===== src/rtl/match_judge.sv =====
// Pair judge for a 6x6 memory board: checks two selected cards for equal type and
// a clear straight-line path (all cells between them removed), then pulses ms or mf.
module match_judge #(
  parameter int TYPE_W = 3,
  parameter int PAIRS  = 18
) (
  input  logic                  clk,
  input  logic                  rst,
  input  logic [35:0]           sel_bus,
  input  logic [35:0]           hidden_bus,
  input  logic [36*TYPE_W-1:0]  type_bus,
  output logic                  ms,
  output logic                  mf,
  output logic                  busy,
  output logic [4:0]            pairs_left,
  output logic                  win,
  output logic [2:0]            state_dbg
);

  // Protocol: a judgement starts when IDLE sees a valid selection (count >= 2); ms/mf
  // is a one-cycle response, and the next judgement waits until the selection drops below 2.
  typedef enum logic [2:0] {
    S_IDLE   = 3'd0,
    S_LOCATE = 3'd1,
    S_CHECK  = 3'd2,
    S_SCAN   = 3'd3,
    S_OK     = 3'd4,
    S_FAIL   = 3'd5,
    S_WAIT   = 3'd6
  } state_e;

  state_e              state_q, state_d;
  logic [35:0]         mask_q, mask_d;
  logic [5:0]          a_q, a_d, b_q, b_d, k_q, k_d;
  logic [2:0]          ra_q, ra_d, ca_q, ca_d, rb_q, rb_d, cb_q, cb_d;
  logic [TYPE_W-1:0]   ta_q, ta_d, tb_q, tb_d;
  logic                vert_q, vert_d;
  logic [4:0]          pairs_q, pairs_d;
  logic                ms_q, ms_d, mf_q, mf_d, busy_q, busy_d;

  logic [35:0] valid;
  logic [5:0]  sel_cnt;
  logic [5:0]  lo_idx, hi_idx, k_next;
  logic [2:0]  lo_row, lo_col, hi_row, hi_col, dcol, drow;

  assign valid   = sel_bus & ~hidden_bus;
  assign sel_cnt = 6'($countones(valid));
  assign dcol    = cb_q - ca_q;
  assign drow    = rb_q - ra_q;
  assign k_next  = vert_q ? k_q + 6'd6 : k_q + 6'd1;

  // Lowest/highest set card of the selection captured when the judgement started.
  always_comb begin
    lo_idx = '0;
    lo_row = '0;
    lo_col = '0;
    hi_idx = '0;
    hi_row = '0;
    hi_col = '0;
    for (int r = 5; r >= 0; r--) begin
      for (int c = 5; c >= 0; c--) begin
        if (mask_q[r*6+c]) begin
          lo_idx = 6'(r*6+c);
          lo_row = 3'(r);
          lo_col = 3'(c);
        end
      end
    end
    for (int r = 0; r < 6; r++) begin
      for (int c = 0; c < 6; c++) begin
        if (mask_q[r*6+c]) begin
          hi_idx = 6'(r*6+c);
          hi_row = 3'(r);
          hi_col = 3'(c);
        end
      end
    end
  end

  always_comb begin
    state_d = state_q;
    mask_d  = mask_q;
    a_d     = a_q;
    b_d     = b_q;
    k_d     = k_q;
    ra_d    = ra_q;
    ca_d    = ca_q;
    rb_d    = rb_q;
    cb_d    = cb_q;
    ta_d    = ta_q;
    tb_d    = tb_q;
    vert_d  = vert_q;
    pairs_d = pairs_q;
    case (state_q)
      S_IDLE: begin
        if (sel_cnt == 6'd2) begin
          state_d = S_LOCATE;
          mask_d  = valid;
        end else if (sel_cnt > 6'd2) begin
          state_d = S_FAIL;
        end
      end
      S_LOCATE: begin
        a_d     = lo_idx;
        b_d     = hi_idx;
        ra_d    = lo_row;
        ca_d    = lo_col;
        rb_d    = hi_row;
        cb_d    = hi_col;
        ta_d    = type_bus[lo_idx*TYPE_W +: TYPE_W];
        tb_d    = type_bus[hi_idx*TYPE_W +: TYPE_W];
        state_d = S_CHECK;
      end
      S_CHECK: begin
        // b is the higher index, so dcol (same row) and drow are never negative.
        if (ta_q != tb_q) begin
          state_d = S_FAIL;
        end else if (ra_q == rb_q) begin
          if (dcol == 3'd1) state_d = S_OK;
          else begin
            state_d = S_SCAN;
            k_d     = a_q + 6'd1;
            vert_d  = 1'b0;
          end
        end else if (ca_q == cb_q) begin
          if (drow == 3'd1) state_d = S_OK;
          else begin
            state_d = S_SCAN;
            k_d     = a_q + 6'd6;
            vert_d  = 1'b1;
          end
        end else begin
          state_d = S_FAIL;
        end
      end
      S_SCAN: begin
        if (!hidden_bus[k_q])     state_d = S_FAIL;
        else if (k_next == b_q)   state_d = S_OK;
        else                      k_d     = k_next;
      end
      S_OK: begin
        pairs_d = (pairs_q == 5'd0) ? 5'd0 : pairs_q - 5'd1;
        state_d = S_WAIT;
      end
      S_FAIL: state_d = S_WAIT;
      S_WAIT: begin
        if (sel_cnt < 6'd2) state_d = S_IDLE;
      end
      default: state_d = S_IDLE;
    endcase
    ms_d   = (state_d == S_OK);
    mf_d   = (state_d == S_FAIL);
    busy_d = (state_d != S_IDLE);
  end

  always_ff @(posedge clk or negedge rst) begin
    if (!rst) begin
      state_q <= S_IDLE;
      mask_q  <= '0;
      a_q     <= '0;
      b_q     <= '0;
      k_q     <= '0;
      ra_q    <= '0;
      ca_q    <= '0;
      rb_q    <= '0;
      cb_q    <= '0;
      ta_q    <= '0;
      tb_q    <= '0;
      vert_q  <= 1'b0;
      pairs_q <= 5'(PAIRS);
      ms_q    <= 1'b0;
      mf_q    <= 1'b0;
      busy_q  <= 1'b0;
    end else begin
      state_q <= state_d;
      mask_q  <= mask_d;
      a_q     <= a_d;
      b_q     <= b_d;
      k_q     <= k_d;
      ra_q    <= ra_d;
      ca_q    <= ca_d;
      rb_q    <= rb_d;
      cb_q    <= cb_d;
      ta_q    <= ta_d;
      tb_q    <= tb_d;
      vert_q  <= vert_d;
      pairs_q <= pairs_d;
      ms_q    <= ms_d;
      mf_q    <= mf_d;
      busy_q  <= busy_d;
    end
  end

  assign ms         = ms_q;
  assign mf         = mf_q;
  assign busy       = busy_q;
  assign pairs_left = pairs_q;
  assign win        = (pairs_q == 5'd0);
  assign state_dbg  = state_q;

endmodule


===== config.mk =====
export PLATFORM = sky130hd
export DESIGN_NAME = match_judge
export DESIGN_NICKNAME = d
export VERILOG_FILES = /design/src/rtl/match_judge.sv
export SDC_FILE = /design/constraint.sdc
export NUM_CORES = 1
export LEC_CHECK = 0
export ABC_AREA = 1
export CORE_ASPECT_RATIO = 0.7
export CORE_MARGIN = 8
export CORE_UTILIZATION = 45
export DETAILED_ROUTE_END_ITERATION = 8
export GPL_ROUTABILITY_DRIVEN = 1
export PLACE_DENSITY = 0.78
export SETUP_SLACK_MARGIN = 0.15
export SKIP_CTS_REPAIR_TIMING = 1
export SLEW_MARGIN = 20
export SYNTH_ARGS = -nofsm -noshare
export SYNTH_HDL_FRONTEND = slang
export SYNTH_SLANG_ARGS = --single-unit

===== constraint.sdc =====
create_clock -name clk -period 3.7 [get_ports clk]
set_input_delay 0.925 -clock clk [delete_from_list [all_inputs] [get_ports clk]]
set_output_delay 0.925 -clock clk [all_outputs]
set_load 0.02 [all_outputs]

==> impl_metrics.yaml <==
timing:
  hold_slack_ps: 504
  report.final.setup_viol: 42
  tightest_slew_ps: 1020
  rsz0062_at_grt: "true"
  fin_crit_sh_pct: 169
  hold_viol: 0
  fmax_mhz: 160
  fin_worst_skew_ps: 13.0
  fin_crit_ps: 6240
  final-max-slew-violation-count: 0
  max-slew-margin-rel_pct: 31.4
  finalWorstSetupSlack_ps: -2540
cells_and_area:
  fin_cells: 2002
  fin_area_um2: 13200
  finalNetCount: 1964
  syn2layout_area_growth_pct: 50.0
  antenna_cells: 0
  drive_above_1_share_pct: 20.0
power_and_ir_drop:
  power.total_w: 0.0125
  powerDensity_nw_per_um2: 951
  ir_worst_vdd_mv: 0.596
  power.leakage_nw: 6.99
logic_synthesis:
  netlist.top_cell.by_area: "dfrtp_1"
  synthTopCellsByArea: "dfrtp_1, nand3_1, nand2_1"
  async_flop_share_pct: 100
  synth_top_area_share_pct: 22.8
  syn_area_per_cell_um2: 6.03
  synth_warnings: 0
  ys.flop_type: "dfrtp_1"
  ys_seq_area_share_pct: 23.4
  yosysMostFrequentCell: "nand2_1"
  synth.distinct_cells: 41
  synth_seq_cells: 82
  synth_edf_count: 0
  synthesis.area_um2: 8790
  syn_nets: 1689
  synth.top_cells.by_count: "nand2_1, inv_1, nand3_1, o21ai_0"
  synth_cells: 1458
global_route:
  grt_overflow: 0
  grt.total_usage_pct: 25.5
  grt_pass1_wl_mm: 50.6
  antenna_found_initial: 0
  grt_max_degree: 61
  grt_pass1_vias: 10027
die:
  coreArea_um2: 19000
  io_pins: 194
  dieArea_um2: 24300
  fp.dieH_um: 133
  start_util_pct: 46.2
  die_w_um: 183
  rows: 42
placement:
  dp_hpwl_mm: 25.1
  preCtsSetupSlack_ps: -3240
  portBuffers: 193
  place_inst: 1937
  place_congestion: 0.959
  placed_area_um2: 11500
setup_path:
  crit_buf_inv: 4
  worstPathRequired_ps: 3930
  crit_family: "adder cells"
  cp-start-kind: "primary input"
  endpoint_kind: "register"
  worst_path_most_repeated_cell: "fa_1"
  critical_path_arrival_ps: 6470
  path_depth: 21
  critPathMaxFanout: 2
  reg2reg_depth: 41
  worstPathCellList: "clkdlybuf4s50_1 > inv_2 > nand2_4 > fa_1 > fa_1 > fa_1 > fa_1 > fa_1 > fa_1 > inv_2 > ha_4 > fa_2 > nand2_2 > inv_2 > o21ai_2 > nand2_1 > a21oi_2 > nand3_2 > o211ai_1 > nand4_1 > or3_1"
  path_class: "primary input to register"
  slowest_stage: "fa_1"
  cpPeakStageDelay_ps: 550
cts:
  insertion_delay_ps: 350
  cts-root-buf: "clkbuf_16"
  cts_tree: "yes"
  path_clk_slew_ps: 70
  cts.sinks: 82
  cts_max_level: 3
  clock_path_buffers: 2
  numCtsBuffers: 9
detailed_routing:
  ant_nets: 0
  first_iter_violations: 1583
  drt-total-wl_mm: 37.1
  via_per_inst: 5.69
  vias: 11394
  drc: 1
  dr.pass1.iters: 9
  wl_per_cell_um: 18.5
status:
  violations: "DRC, setup timing"
  outcome: "finished, violations left"
flow_run:
  maxCapViolCount: 0
hold_path:
  hold_path.class: "register to register"
  whs_path_depth: 1
[layer usage]
layer  up-vias  share of wire (%)  wire [µm]  track usage, %
met5         -                  0          0            2.10
met4         0                3.3       1240            6.44
met3       159                 13       4750            7.74
met2       814                 44      16500            38.8
met1      5263                 40      14700            34.4
li1       5158                  -          -               -
[where the power goes]
part / total [W] / switching [W] / internal [W]
combinational: 0.0101 / 0.00630 / 0.00382
clock: 0.000961 / 0.000393 / 0.000567
sequential: 0.00146 / 0.000276 / 0.00118
[worst paths after layout]
check	start	to	slack [ps]
max reg2reg	mask_q[1]$_DFFE_PN0P_	tb_q[0]$_DFFE_PN0P_	120
max	hidden_bus[5]	busy$_DFF_PN0_	-2540
max in group asynchronous	rst	rb_q[0]$_DFFE_PN0P_	2350
min in group asynchronous	rst	pairs_left[0]$_DFFE_PN0P_	630
min	pairs_left[4]$_DFFE_PN1P_	pairs_left[4]$_DFFE_PN1P_	500
min reg2reg	pairs_left[4]$_DFFE_PN1P_	pairs_left[4]$_DFFE_PN1P_	500
[stage by stage]
stage	setup TNS, ps	util, %
3_3_place_gp	-118920	60.4
3_5_place_dp	-120500	60.4
2_1_floorplan	-81010	-
4_1_cts	-106630	62.0
5_1_grt	-109530	69.3
6_report	-100950	69.3
[logic make-up after synthesis]
kind of cell / Yosys count / share of synthesized area (%)
fa+ha+maj: 49 / 9.54
simple gates: 753 / 37.1
compound gates: 192 / 12.0
buf+inv: 363 / 16.1
xor+xnor: 19 / 1.89
flops: 82 / 23.4
[cells in the final DEF (no fill, tap or decap), drive strengths merged, types with 4 or more instances in the layout]
master         synthesis  final
nand2                363    363
inv                  305    307
nand3                280    280
clkdlybuf4s50          0    157
buf                   21    122
o21ai                105    105
dfrtp                 80     80
nor2                  80     80
a21oi                 50     50
fa                    30     30
dlymetal6s2s           0     29
clkbuf                35     24
ha                    19     19
nor3                  13     13
o31ai                 12     12
xor2                  11     11
o211ai                10     10
xnor2                  8      8
nand4                  6      6
or2                    4      4
o22ai                  4      4
[flip-flops by register name (all words and copies together) (netlist names)]
name and count:
a_q 6, b_q 6, busy 1, ca_q 2, cb_q 2, k_q 6, mask_q 36, mf 1
ms 1, pairs_left 5, ra_q 3, rb_q 3, state_dbg 3, ta_q 3, tb_q 3, vert_q 1
[worst register-to-register path: cells and delay by family, from the launching register on]
kind                   cells  cell delay, ps
and+or+nand+nor           34            2190
AOI/OAI and AO/OA          4             490
DFF                        1             420
buffers and inverters      3             380
[layout make-up]
cell class	instances	area (µm²)
well taps	264	330
clock buffers	12	256
fillers	1510	5840
repair buffers	320	3260
multi-input cells	1013	6040
clock inverters	4	56.3
inverters	307	1180
flip-flops and latches	82	2060
No activity file was read; power rests on OpenSTA's default activity.
